File: config.mk
export PLATFORM = sky130hd
export DESIGN_NAME = shift_sequencer
export DESIGN_NICKNAME = d
export VERILOG_FILES = /design/src/rtl/shift_sequencer.sv
export SDC_FILE = /design/constraint.sdc
export NUM_CORES = 1
export LEC_CHECK = 0
export ABC_AREA = 0
export BUFFER_PORTS_ARGS = -buffer_cell sky130_fd_sc_hd__buf_2
export CAP_MARGIN = 5
export CORE_MARGIN = 3
export CORE_UTILIZATION = 45
export CTS_CLUSTER_DIAMETER = 100
export DETAILED_ROUTE_END_ITERATION = 10
export GPL_TIMING_DRIVEN = 0
export PLACE_DENSITY_LB_ADDON = 0.05
export SLEW_MARGIN = 5
export SYNTH_ARGS = -nofsm -noshare
export SYNTH_HDL_FRONTEND = slang
export SYNTH_SLANG_ARGS = --single-unit
export TNS_END_PERCENT = 10
File: constraint.sdc
create_clock -name clk -period 1.8 [get_ports clk]
set_clock_uncertainty 0.1 [all_clocks]
set_input_delay 0.09 -clock clk [delete_from_list [all_inputs] [get_ports clk]]
set_output_delay 0.09 -clock clk [all_outputs]
set_load 0.05 [all_outputs]
File: src/rtl/shift_sequencer.sv
// Sequencer that drives an external loadable shift register: loads an operand, issues N
// right-shift enables, then captures the register output as the result.
module shift_sequencer #(
    parameter int unsigned WIDTH = 8,
    parameter int unsigned AMT_W = 3
) (
    input  logic             clk,
    input  logic             reset_n,
    input  logic             start,
    input  logic             abort,
    input  logic [WIDTH-1:0] data_in,
    input  logic [AMT_W-1:0] amount,
    input  logic             arith,
    input  logic [WIDTH-1:0] q_in,
    output logic [WIDTH-1:0] load_val,
    output logic             load_n,
    output logic             shift_right,
    output logic             asr,
    output logic             busy,
    output logic             done,
    output logic [WIDTH-1:0] result
);

    typedef enum logic [1:0] {StIdle, StLoad, StShift, StCapture} state_e;

    state_e           state_q, state_d;
    logic [WIDTH-1:0] data_q, data_d;
    logic [AMT_W-1:0] cnt_q, cnt_d;
    logic             arith_q, arith_d;
    logic [WIDTH-1:0] result_q, result_d;
    logic             done_q, done_d;

    always_ff @(posedge clk or negedge reset_n) begin
        if (!reset_n) begin
            state_q  <= StIdle;
            data_q   <= '0;
            cnt_q    <= '0;
            arith_q  <= 1'b0;
            result_q <= '0;
            done_q   <= 1'b0;
        end else begin
            state_q  <= state_d;
            data_q   <= data_d;
            cnt_q    <= cnt_d;
            arith_q  <= arith_d;
            result_q <= result_d;
            done_q   <= done_d;
        end
    end

    always_comb begin
        state_d  = state_q;
        data_d   = data_q;
        cnt_d    = cnt_q;
        arith_d  = arith_q;
        result_d = result_q;
        done_d   = 1'b0;
        unique case (state_q)
            StIdle: begin
                if (start && !abort) begin
                    data_d  = data_in;
                    cnt_d   = amount;
                    arith_d = arith;
                    state_d = StLoad;
                end
            end
            StLoad: begin
                if (abort) begin
                    state_d = StIdle;
                end else if (cnt_q != '0) begin
                    state_d = StShift;
                end else begin
                    state_d = StCapture;
                end
            end
            StShift: begin
                if (abort) begin
                    state_d = StIdle;
                end else begin
                    // Counter holds the shifts still to issue, including this cycle's.
                    cnt_d = cnt_q - AMT_W'(1);
                    if (cnt_q == AMT_W'(1)) begin
                        state_d = StCapture;
                    end
                end
            end
            StCapture: begin
                state_d = StIdle;
                if (!abort) begin
                    result_d = q_in;
                    done_d   = 1'b1;
                end
            end
            default: state_d = StIdle;
        endcase
    end

    // Register controls decode from state only, so start/abort never reach them combinationally.
    assign load_val    = data_q;
    assign load_n      = (state_q != StLoad);
    assign shift_right = (state_q == StShift);
    assign asr         = arith_q && (state_q != StIdle);
    assign busy        = (state_q != StIdle);
    assign done        = done_q;
    assign result      = result_q;

endmodule

==> impl_metrics.env, run 1 <==
export IMPL_ir_drop_mv=1.29
export IMPL_worstPathArrival_ns=1.57
export IMPL_yosys_area_share_simple_pct=12.0
export IMPL_place_port_buffers=44
export IMPL_max_cap_violations=0
export IMPL_slowest_stage="dfrtp_1"
export IMPL_worst_setup_path_type="flip-flop to output port"
export IMPL_yosys_warnings=0
export IMPL_avgSynthCellArea_um2=13.0
export IMPL_crit_chain="clkbuf_2 -> or2_2 -> and2_1 -> buf_2"
export IMPL_mappedNetlistNets=106
export IMPL_num_rows=16
export IMPL_clk_pin_slew_ns=0.12
export IMPL_min_delay_path_depth=4
export IMPL_core_um2=2060
export IMPL_path_max_fanout=10
export IMPL_nFillCells=138
export IMPL_ant_nets=0
export IMPL_status="complete, no violations"
export IMPL_slew_violations=0
export IMPL_num_vias=840
export IMPL_finalCritPeriodShare_pct=97.6
export IMPL_placed_cell_area_um2=1280
export IMPL_grt_usage_pct=17.0
export IMPL_die_y_um=53.8
export IMPL_synth_top_family_by_area="multiplexers"
export IMPL_post_route_drc_count=0
export IMPL_multi_input_area_um2=419
export IMPL_clockBufferDepth=2
export IMPL_final_core_util_pct=74.5
export IMPL_cts_sinks=23
export IMPL_r2r_cells=4
export IMPL_synth_compound_area_share_pct=6.45
export IMPL_grt_max_degree=24
export IMPL_tightestPinTransition_ns=0.509
export IMPL_finalNetCount=178
export IMPL_netlist_cell_type_count=23
export IMPL_cts_root_buf="clkbuf_4"
export IMPL_globalRouteOverflowTotal=0
export IMPL_first_iter_violations=8
export IMPL_max_freq_ghz=0.569
export IMPL_muxShareOfSynthArea_pct=18.6
export IMPL_required_ns=1.61
export IMPL_synth_adder_area_share_pct=3.65
export IMPL_endpoint_kind="output port"
export IMPL_synth_xor_area_share_pct=0
export IMPL_cellLeakagePower_nw=0.777
export IMPL_numCtsBuffers=3
export IMPL_rsz0062_at_grt="true"
export IMPL_dieArea_um2=2890
export IMPL_finalCriticalPeriod_ns=1.76
export IMPL_vias_per_cell=4.75
export IMPL_syn_inst=79
export IMPL_total_power_mw=2.21
export IMPL_critPathLaunchType="flip-flop"
export IMPL_wl_per_cell_um=12.2
export IMPL_start_util_pct=49.9
export IMPL_grt_pass1_vias=808
export IMPL_hold_viol=0
export IMPL_ys_seq_elements=23
export IMPL_max_stage_delay_ns=0.41
export IMPL_power_density_nw_per_um2=1440
export IMPL_slew_headroom_pct=66.1
export IMPL_ff_latch_area_um2=576
export IMPL_synth_area_um2=1030
export IMPL_finalSetupViolCount=0
export IMPL_cts_tree="yes"
export IMPL_gp_congestion=0.804
export IMPL_area_growth_pct=49.4
export IMPL_drive_gt1_share_pct=48.0
export IMPL_clk_insertion_delay_late_ns=0.31
export IMPL_antenna_found_initial=0
export IMPL_grt_pass1_wl_um=3520
export IMPL_htree_levels=1
export IMPL_stdcell_area_um2=1540
export IMPL_ios=45
export IMPL_hold_class="input pin to flip-flop"
export IMPL_die_w_um=53.8
export IMPL_n_antenna_cell=0
export IMPL_hpwl_um=1480
export IMPL_ys_seq_area_share_pct=56.0
export IMPL_dr_pass1_iters=4
export IMPL_wirelength_um=2170
==> cell families after synthesis <==
| kind of cell | Yosys count |
|---|---|
| DFF | 23 |
| and+or+nand+nor | 18 |
| muxes | 17 |
| AOI/OAI and AO/OA | 11 |
| buffers and inverters | 7 |
| adders and majority gates | 3 |
==> final cells by class <==
class | count | area share [%]
well taps | 27 | 2.20
inverters | 5 | 1.22
clock buffers | 3 | 1.47
clock inverters | 1 | 0.326
multi-input cells | 49 | 27.3
flip-flops and latches | 23 | 37.5
plain buffers | 2 | 1.06
repair buffers | 67 | 29.0
==> cell usage in the layout, fill, tap and decap left out, types with 2 or more instances in the layout <==
cell type	count
dfrtp_1	23
buf_2	44
nand3b_1	2
nand2_1	3
a21oi_1	3
ha_1	3
inv_1	5
nor2_1	3
buf_4	2
dlygate4sd3_1	21
nand2b_1	2
o21ai_0	4
clkbuf_4	3
or2_2	2
mux2_2	17
==> critical path: cells and delay by family, from the launching register on <==
kind,cells,cell delay (ns)
buf+inv,2,0.38
flops,1,0.41
simple gates,2,0.46
==> worst paths after layout <==
kind                                        start                 endpoint  slack (ns)
max                        state_q[1]$_DFFE_PN0P_                      asr        0.04
max reg2reg                state_q[1]$_DFFE_PN0P_  load_val[3]$_DFFE_PN0P_        0.21
min reg2reg                 result[3]$_DFFE_PN0P_    result[3]$_DFFE_PN0P_        0.41
min                                     amount[0]     cnt_q[0]$_DFFE_PN0P_        0.02
min in group asynchronous                 reset_n    result[7]$_DFFE_PN0P_        0.16
max in group asynchronous                 reset_n    result[6]$_DFFE_PN0P_        1.10
==> registers in the layout, indices dropped and copies added, names as in the netlist <==
name      count
state_q       2
cnt_q         3
result        8
done          1
arith_q       1
load_val      8
==> what timing repair did <==
item	in CTS	in global routing
pin swaps	0	1
buffers inserted	1	1
hold buffers	21	0
endpoints found under the setup margin	1	10
hold endpoints to repair	44	0
resized for setup	1	0
==> layer usage <==
layer	share of wire (%)	vias to the layer above	track usage, %
li1	-	414	-
met1	42	392	20.7
met2	50	29	28.8
met3	6.0	5	3.32
met4	1.9	0	7.66
met5	0	-	0
==> synthesized netlist by cell type <==
master	n	area share (%)
a21oi_1	3	1.5
and3_1	1	0.61
buf_6	1	1.1
and2_1	1	0.61
o21ai_0	4	1.9
nor2b_1	1	0.61
nand3b_1	2	1.5
o22a_1	1	0.85
a31oi_1	1	0.61
ha_1	3	3.7
o21bai_1	1	0.73
nor4b_1	1	0.85
clkbuf_1	1	0.36
nand2_1	3	1.1
a221oi_1	1	0.85
dfrtp_1	23	56
nor2_1	3	1.1
nor4b_4	1	2.3
nor4bb_1	1	0.97
mux2_2	17	19
or2_2	2	1.2
nand2b_1	2	1.2
inv_1	5	1.8
==> power breakdown <==
| group | internal, mW | leakage, nW | total (mW) | switching, mW |
|---|---|---|---|---|
| clock | 0.0832 | 0.0177 | 0.243 | 0.160 |
| sequential | 0.698 | 0.282 | 0.790 | 0.0918 |
| combinational | 0.370 | 0.478 | 1.17 | 0.805 |
==> through the flow <==
step	hold slack, ns	setup WS [ns]	std cells	setup TNS [ns]
after floorplan	-0.306	0.187	79	0
after global placement	-0.00809	0.0220	150	0
after detailed placement	-0.00437	0.0350	150	0
after CTS	0.00178	0.0146	176	0
after global routing	0.0236	-0.0381	177	-0.0381
final	0.0164	0.0429	177	0
(Power assumes the default switching activity.)
==> run 2, diff against run 1 <==
- ABC_AREA: 0 -> 1
==> impl_metrics.env, run 2 <==
export IMPL_netlist_cell_type_count=15
export IMPL_crit_chain="nor2_2 -> buf_6 -> nor2_1 -> buf_2"
export IMPL_r2r_start="state_q[0]$_DFFE_PN0P_"
export IMPL_dieArea_um2=2980
export IMPL_r2r_end="cnt_q[1]$_DFFE_PN0P_"
export IMPL_gp_congestion=0.757
export IMPL_clockBufferDepth=2
export IMPL_finalCriticalPeriod_ns=1.56
export IMPL_synth_top_family_by_area="simple AND/OR/NAND/NOR gates"
export IMPL_placed_cell_area_um2=1320
export IMPL_cts_root_buf="clkbuf_4"
export IMPL_synth_edf_count=0
export IMPL_cts_sinks=23
export IMPL_synthTopCellsByArea="dfrtp_1, nand2_1, nand3_1, inv_1, ha_1"
export IMPL_status="complete, no violations"
export IMPL_wl_per_cell_um=11.2
export IMPL_max_stage_delay_ns=0.46
export IMPL_tightestPinTransition_ns=0.498
export IMPL_max_cap_violations=0
export IMPL_grt_busiest_layer="met2"
export IMPL_antenna_found_initial=0
export IMPL_layout_commonest_cell="nand2_1"
export IMPL_endpoint_kind="output port"
export IMPL_cts_tree="yes"
export IMPL_grt_max_degree=24
export IMPL_wirelength_um=2510
export IMPL_grtUsageMet2_pct=35.5
export IMPL_synthFlopType="dfrtp_1"
export IMPL_slew_headroom_pct=66.8
export IMPL_ir_drop_mv=1.43
export IMPL_muxShareOfSynthArea_pct=0
export IMPL_synth_most_common_cell="nand2_1"
export IMPL_yosys_area_share_simple_pct=32.3
export IMPL_min_to="load_val[4]$_DFFE_PN0P_"
export IMPL_met1_usage_pct=23.3
export IMPL_synth_area_um2=1060
export IMPL_die_w_um=54.6
export IMPL_num_vias=1024
export IMPL_area_growth_pct=47.3
export IMPL_worst_setup_path_type="flip-flop to output port"
export IMPL_finalNetCount=225
export IMPL_hold_class="input pin to flip-flop"
export IMPL_grt_pass1_wl_um=4160
export IMPL_globalRouteOverflowTotal=0
export IMPL_clk_insertion_delay_late_ns=0.32
export IMPL_core_um2=2100
export IMPL_clk_pin_slew_ns=0.13
export IMPL_numCtsBuffers=3
export IMPL_grt_usage_pct=19.5
export IMPL_total_power_mw=2.90
export IMPL_met3_usage_pct=2.45
export IMPL_vias_per_cell=4.57
export IMPL_post_cts_buffers=0
export IMPL_ant_nets=0
export IMPL_synth_compound_area_share_pct=3.18
export IMPL_yosysTopAreaCell="dfrtp_1"
export IMPL_async_flop_share_pct=100
export IMPL_power_density_nw_per_um2=1850
export IMPL_synth_adder_area_share_pct=3.54
export IMPL_cellLeakagePower_nw=0.898
export IMPL_worstHoldStart="start"
export IMPL_n_antenna_cell=0
export IMPL_min_delay_path_depth=5
export IMPL_stdcell_area_um2=1560
export IMPL_yosys_warnings=0
export IMPL_yosysTopAreaCellShare_pct=54.2
export IMPL_final_core_util_pct=74.3
export IMPL_dr_pass1_iters=6
export IMPL_synth_xor_area_share_pct=0
export IMPL_finalCritPeriodShare_pct=86.4
export IMPL_hpwl_um=1670
export IMPL_path_max_fanout=10
export IMPL_ys_seq_elements=23
export IMPL_slew_violations=0
export IMPL_post_route_drc_count=0
export IMPL_die_y_um=54.6
export IMPL_htree_levels=1
export IMPL_syn_inst=127
export IMPL_fin_setup_tns_ns=0
export IMPL_ios=45
export IMPL_finalSetupViolCount=0
export IMPL_first_iter_violations=19
export IMPL_drive_gt1_share_pct=28.9
export IMPL_synthTopCellsByCount="nand2_1, dfrtp_1, nand3_1, inv_1, nor2_1"
export IMPL_num_rows=16
export IMPL_required_ns=1.61
export IMPL_ys_seq_area_share_pct=54.2
export IMPL_final_cell_mix="nand2_1, buf_2, dfrtp_1"
export IMPL_critPathLaunchType="flip-flop"
export IMPL_grt_pass1_vias=987
export IMPL_r2r_cells=5
export IMPL_max_freq_ghz=0.643
export IMPL_whs_ns=0.0715
export IMPL_worstPathArrival_ns=1.37
export IMPL_mappedNetlistNets=154
export IMPL_avgSynthCellArea_um2=8.35
export IMPL_rsz0062_at_grt="false"
export IMPL_ff2ff_setup_slack_ns=0.55
export IMPL_hold_viol=0
export IMPL_place_port_buffers=44
export IMPL_slowest_stage="dfrtp_1"
export IMPL_start_util_pct=50.5
==> run 2: changes by cell type after synthesis, sizes merged, moves of 2 or more <==
cell	delta
nand2	+52
nor4b	-2
a21oi	-2
nand3b	-2
nand3	+16
inv	+8
mux2	-17
nor2	+6
or2	-2
nand2b	-2
==> run 2: worst max-delay path by stage <==
stage | start | endpoint | slack, ns
2_1_floorplan | state_q[1]$_DFFE_PN0P_ | cnt_q[2]$_DFFE_PN0P_ | 0.12
3_3_place_gp | state_q[0]$_DFFE_PN0P_ | cnt_q[1]$_DFFE_PN0P_ | 0.57
3_5_place_dp | state_q[0]$_DFFE_PN0P_ | cnt_q[1]$_DFFE_PN0P_ | 0.56
4_1_cts | state_q[0]$_DFFE_PN0P_ | asr | 0.23
5_1_grt | state_q[0]$_DFFE_PN0P_ | asr | 0.17
6_report | state_q[0]$_DFFE_PN0P_ | asr | 0.24
==> run 2: area by class of cell <==
type	count	area, um2
sequential	23	576
fill	164	539
timing repair buffer	66	440
multi-input combinational	89	414
inverter	13	48.8
tap	27	33.8
clock buffer	3	22.5
buffer	2	22.5
clock inverter	1	5.00
==> run 2: repair_timing <==
| action | in CTS | in global routing |
|---|---|---|
| endpoints found under the hold margin | 44 | 0 |
| hold buffers | 22 | 0 |
| gates resized for setup | 0 | 0 |
==> run 2: layer usage <==
layer	part of all wire [%]	wire [um]
met3	4.9	123
met4	1.1	27
met1	45	1130
met5	0	0
met2	49	1230
==> run 2: where the power goes <==
group / switching [mW] / total [mW] / internal (mW)
combinational: 1.30 / 1.75 / 0.441
clock: 0.161 / 0.244 / 0.0833
sequential: 0.148 / 0.908 / 0.761
==> run 2: cells by family (layout without fill, tap and decap cells) <==
| family | count (synthesis) | count (layout) |
|---|---|---|
| adder cells (fa/ha/maj) | 3 | 3 |
| buffers and inverters | 15 | 85 |
| flip-flops | 23 | 23 |
| AO/OA/AOI/OAI | 6 | 6 |
| AND/OR/NAND/NOR | 80 | 80 |
==> run 2: critical path: cells and delay by family, from the launching register on <==
kind | cells | cell delay, ns
AND/OR/NAND/NOR | 2 | 0.23
buffers and inverters | 2 | 0.36
flip-flops | 1 | 0.46
==> run 2: through the flow <==
stage                     setup WS (ns)  std cells
after detailed placement          0.564        198
after floorplan                   0.121        127
after global routing              0.167        224
final                             0.245        224
after global placement            0.566        198
after CTS                         0.233        224
